**src/rtl/instr_fetch_queue.sv**
```systemverilog
// instr_fetch_queue: first-word fall-through FIFO of instruction/PC+4 pairs between fetch and decode.
// Optional IFQ_STALL_CNT_EN adds StallCycles, a saturating count of fetch cycles blocked by a full queue.
module instr_fetch_queue #(
    parameter int DEPTH  = 4,
    parameter int ADDR_W = 2
) (
    input  logic              Clk,
    input  logic              Rst,
    input  logic              Flush,
    input  logic              IF_Valid,
    input  logic [31:0]       IF_Instr,
    input  logic [31:0]       IF_PCPlus4,
    output logic              IF_Ready,
    input  logic              ID_Stall,
    output logic              ID_Valid,
    output logic [31:0]       ID_Instr,
    output logic [31:0]       ID_PCPlus4,
    output logic [ADDR_W:0]   Count
`ifdef IFQ_STALL_CNT_EN
    ,
    output logic [31:0]       StallCycles
`endif
);
    logic [31:0]       r_instr [DEPTH];
    logic [31:0]       r_pc    [DEPTH];
    logic [ADDR_W-1:0] r_wr_ptr;
    logic [ADDR_W-1:0] r_rd_ptr;
    logic [ADDR_W:0]   r_count;
    logic              w_full;
    logic              w_empty;
    logic              w_push;
    logic              w_pop;

    assign w_full     = r_count == (ADDR_W+1)'(DEPTH);
    assign w_empty    = r_count == '0;
    assign w_push     = IF_Valid & ~w_full & ~Flush;
    assign w_pop      = ~w_empty & ~ID_Stall & ~Flush;
    assign IF_Ready   = ~w_full;
    assign ID_Valid   = ~w_empty;
    assign ID_Instr   = w_empty ? 32'h0 : r_instr[r_rd_ptr];
    assign ID_PCPlus4 = w_empty ? 32'h0 : r_pc[r_rd_ptr];
    assign Count      = r_count;

    // Flush only rewinds pointers; stale storage is unreachable once the count is zero.
    always_ff @(posedge Clk or posedge Rst) begin
        if (Rst) begin
            r_wr_ptr <= '0;
            r_rd_ptr <= '0;
            r_count  <= '0;
            for (int i = 0; i < DEPTH; i++) begin
                r_instr[i] <= '0;
                r_pc[i]    <= '0;
            end
        end else if (Flush) begin
            r_wr_ptr <= '0;
            r_rd_ptr <= '0;
            r_count  <= '0;
        end else begin
            if (w_push) begin
                r_instr[r_wr_ptr] <= IF_Instr;
                r_pc[r_wr_ptr]    <= IF_PCPlus4;
                r_wr_ptr          <= r_wr_ptr + 1'b1;
            end
            if (w_pop)
                r_rd_ptr <= r_rd_ptr + 1'b1;
            if (w_push & ~w_pop)
                r_count <= r_count + 1'b1;
            else if (~w_push & w_pop)
                r_count <= r_count - 1'b1;
        end
    end

`ifdef IFQ_STALL_CNT_EN
    logic [31:0] r_stall_cnt;

    // Survives Flush so the debug display accumulates across branches.
    always_ff @(posedge Clk or posedge Rst) begin
        if (Rst)
            r_stall_cnt <= '0;
        else if (IF_Valid & w_full & ~&r_stall_cnt)
            r_stall_cnt <= r_stall_cnt + 1'b1;
    end

    assign StallCycles = r_stall_cnt;
`endif
endmodule

```
**config.mk**
```make
export PLATFORM = sky130hd
export DESIGN_NAME = instr_fetch_queue
export DESIGN_NICKNAME = d
export VERILOG_FILES = /design/src/rtl/instr_fetch_queue.sv
export SDC_FILE = /design/constraint.sdc
export NUM_CORES = 1
export LEC_CHECK = 0
export CAP_MARGIN = 20
export CORE_MARGIN = 5
export CORE_UTILIZATION = 60
export CTS_CLUSTER_SIZE = 10
export DETAILED_ROUTE_END_ITERATION = 6
export PLACE_DENSITY = 0.94
export SLEW_MARGIN = 20
export SYNTH_ARGS = -nofsm -noshare
export SYNTH_HDL_FRONTEND = slang
export SYNTH_SLANG_ARGS = --single-unit
```
**constraint.sdc**
```tcl
create_clock -name Clk -period 11.76 [get_ports Clk]
set_clock_uncertainty 0.05 [all_clocks]
set_input_delay 1.176 -clock Clk [delete_from_list [all_inputs] [get_ports Clk]]
set_output_delay 1.176 -clock Clk [all_outputs]
set_load 0.005 [all_outputs]
```
==> flow_summary_export.csv <==
group,metric,value,unit
power,total_power,0.00355,W
worst_setup_path,path_delay_family,"buffers and inverters",
sta,fin_setup_tns,0,ns
clock_network,post_cts_buffers,0,
cells_and_area,layout.nets,953,
sta,rsz0062_at_grt,"false",
drt,wirelength,24.6,mm
logic_synthesis,yosysMostFrequentCell,"dfrtp_1",
worst_setup_path,r2r_slack,8.60,ns
worst_setup_path,r2r_cells,9,
sta,setup_viol,0,
worst_setup_path,crit_cells,4,
logic_synthesis,ys_top_cells_by_area,"dfrtp_1 55%, mux2_2 20%, mux4_2 12%",
drt,route.met3.wl,1.33,mm
worst_setup_path,startpoint,"r_rd_ptr[0]",
worst_setup_path,slowest_delay,0.78,ns
sta,max_slew_margin,29.7,%
clock_network,cts_made_buffers,30,
sta,finalHoldViolCount,0,
global_route,grt.overflow.total,0,
min_path,hold_start,"r_pc[22]",
global_route,grt_pass1_wl,41.0,mm
sta,period_share,38.1,%
worst_setup_path,crit_chain,"buf_4, mux4_2, and2_1, clkdlybuf4s50_1",
place,post-place-ws,7.81,ns
logic_synthesis,ys_top_cells_by_count,"263 x dfrtp_1, 210 x mux2_2, 65 x and2_1, 64 x mux4_2, 46 x mux2_1",
clock_network,cts.sinks,263,
power,p_leak,6.19,nW
sta,clock.fmax,223,MHz
run,cap_viol_max_count,0,
drt,drt_pass1_iterations,4,
drt,drtIter0Drc,354,
global_route,antenna_found_initial,1,
global_route,grt_usage,22.7,%
sta,period_needed,4.48,ns
logic_synthesis,netlist-cell-type-count,30,
place,io_buffers,137,
worst_setup_path,cp_max_fo,36,
worst_setup_path,slowest_stage,"dfrtp_4",
drt,drtAntennaViolNets,0,
logic_synthesis,synth_top_area_share,55.1,%
drt,avgViaCountPerCell,5.99,
status,outcome,"complete, no violations",
cells_and_area,final_cells,1145,
drt,m1WireLength,10.2,mm
place,placed_cells,1112,
worst_setup_path,crit_path_end_kind,"primary output",
worst_setup_path,r2r_end,"Count[2]",
clock_network,hold_buffers,0,
logic_synthesis,synth-seq-cells,263,
floorplan,initial_core_util,61.1,%
clock_network,htreeDepth,1,
place,dpl.hpwl,14.6,mm
worst_setup_path,start_kind,"flip-flop",
worst_setup_path,cp.arrival,3.25,ns
cells_and_area,syn_to_final_growth,19.4,%
sta,worstMarginPinSlew,1.05,ns
drt,wl_met2,12.6,mm
clock_network,clockRootBuffer,"clkbuf_16",
drt,vias,6859,
logic_synthesis,ys_warn_count,0,
clock_network,clk-insertion-delay-late,0.53,ns
clock_network,cts_resized,0,
worst_setup_path,r2r-start,"Count[0]",
drt,route.detailed.drc,0,
power,powerDensity,249,nW/um^2
logic_synthesis,synth_top_flop_cell,"dfrtp_1",
worst_setup_path,crit_type,"flip-flop to primary output",
logic_synthesis,synth_edf_count,0,
floorplan,die_h,151,um
drt,drt-wirelength-per-cell,21.5,um
logic_synthesis,synth.avg_cell_area,15.8,um^2
worst_setup_path,cp_num_buf_inv,2,
global_route,grt_max_degree,112,
logic_synthesis,synth_area,11900,um^2
logic_synthesis,netlist_instances,755,
floorplan,rows,51,
clock_network,cts_tree,"yes",
clock_network,clkTransAtPathRegs,0.06,ns
logic_synthesis,synth-async-reset-ratio,100,%
floorplan,die_w,151,um
logic_synthesis,seq_area_frac_synth,55.1,%
worst_setup_path,endpoint,"ID_Instr[12]",
floorplan,die_area,22800,um^2
cells_and_area,drive_above_1_share,36.7,%
floorplan,pin_count,138,
place,place.gp.congestion,0.748,
floorplan,placeableCoreArea,19500,um^2
min_path,hold_class,"flip-flop to flip-flop",
cells_and_area,diodes,0,
sta,fin_ws,7.28,ns
sta,final_max_slew_viol_count,0,
drt,highest_layer,"met5",
logic_synthesis,syn_nets,829,
worst_setup_path,crit_required,10.53,ns
power,ir_drop,0.160,mV
clock_network,cts_buffer_depth,3,
logic_synthesis,synth.largest_area_cell,"dfrtp_1",
sta,hold_ws,0.438,ns
global_route,grt_pass1_vias,7788,
cell usage in the layout (no fill, tap or decap), types with 4 or more instances in the layout:
cell type        instances
clkdlybuf4s50_1        137
mux4_2                  64
dfrtp_1                261
and2_1                  65
inv_1                    5
o21ai_0                  6
nand2_4                  4
clkbuf_16               31
mux2_2                 210
mux2_1                  46
a21oi_1                  8
ha_1                     4
buf_4                    4
nor2_1                   5
how the worst min path moves through the flow:
| stage | end | slack (ns) | depth (start not counted) |
|---|---|---|---|
| 2_1_floorplan | r_pc[32] | 0.41 | 1 |
| 3_3_place_gp | r_pc[32] | 0.42 | 1 |
| 5_1_grt | r_instr[70] | 0.45 | 1 |
| 3_5_place_dp | r_pc[26] | 0.43 | 1 |
| 6_report | r_pc[22] | 0.44 | 1 |
| 4_1_cts | r_pc[26] | 0.44 | 1 |
metal layers:
metal / global-route usage [%] / up-vias
met5: 0 / -
met4: 5.03 / 2
met3: 4.52 / 40
met2: 39.1 / 169
met1: 30.2 / 3657
li1: - / 2991
flip-flops by register name, indices dropped and copies added, names as in the netlist:
register,cells
Count,3
r_instr,128
r_pc,128
r_rd_ptr,2
r_wr_ptr,2
cell type report:
class,instances,area [um^2]
inverter,7,33.8
clock inverter,1,8.76
multi-input combinational,435,5090
fill,1216,5280
sequential,263,6590
timing repair buffer,142,1410
tap,265,332
clock buffer,32,779
through the flow:
step / utilization, % / instance area (um^2)
after floorplan: - / 11900
after global placement: 68.9 / 13500
after detailed placement: 68.9 / 13500
after CTS: 73.0 / 14200
after global routing: 73.0 / 14200
final: 73.0 / 14200
worst reg2reg max path, stage by stage, from the launching register on:
cell      delay (ns)
dfrtp_1         0.50
nor3_1          0.35
clkinv_1        0.48
buf_4           0.48
a21oi_1         0.23
fa_1            0.22
or3b_2          0.45
o21ai_0         0.09
o21ai_0         0.10
a21oi_1         0.12
report_power, final:
| part | total (W) | switching [W] | internal [W] | leakage (nW) |
|---|---|---|---|---|
| Sequential | 0.00151 | 0.000221 | 0.00129 | 3.30 |
| Combinational | 0.00125 | 0.000422 | 0.000831 | 2.50 |
| Clock | 0.000785 | 0.000325 | 0.000460 | 0.388 |
| Total | 0.00355 | 0.000967 | 0.00258 | 6.19 |
logic make-up after synthesis:
group / after synthesis / share of synthesized area (%)
AOI/OAI and AO/OA: 20 / 1.06
xor gates and xnor gates: 2 / 0.147
adders and majority gates: 5 / 0.587
buffers and inverters: 57 / 2.18
DFF: 263 / 55.1
muxes: 320 / 36.2
and+or+nand+nor: 88 / 4.65
Power figures use the tool's default switching activity.
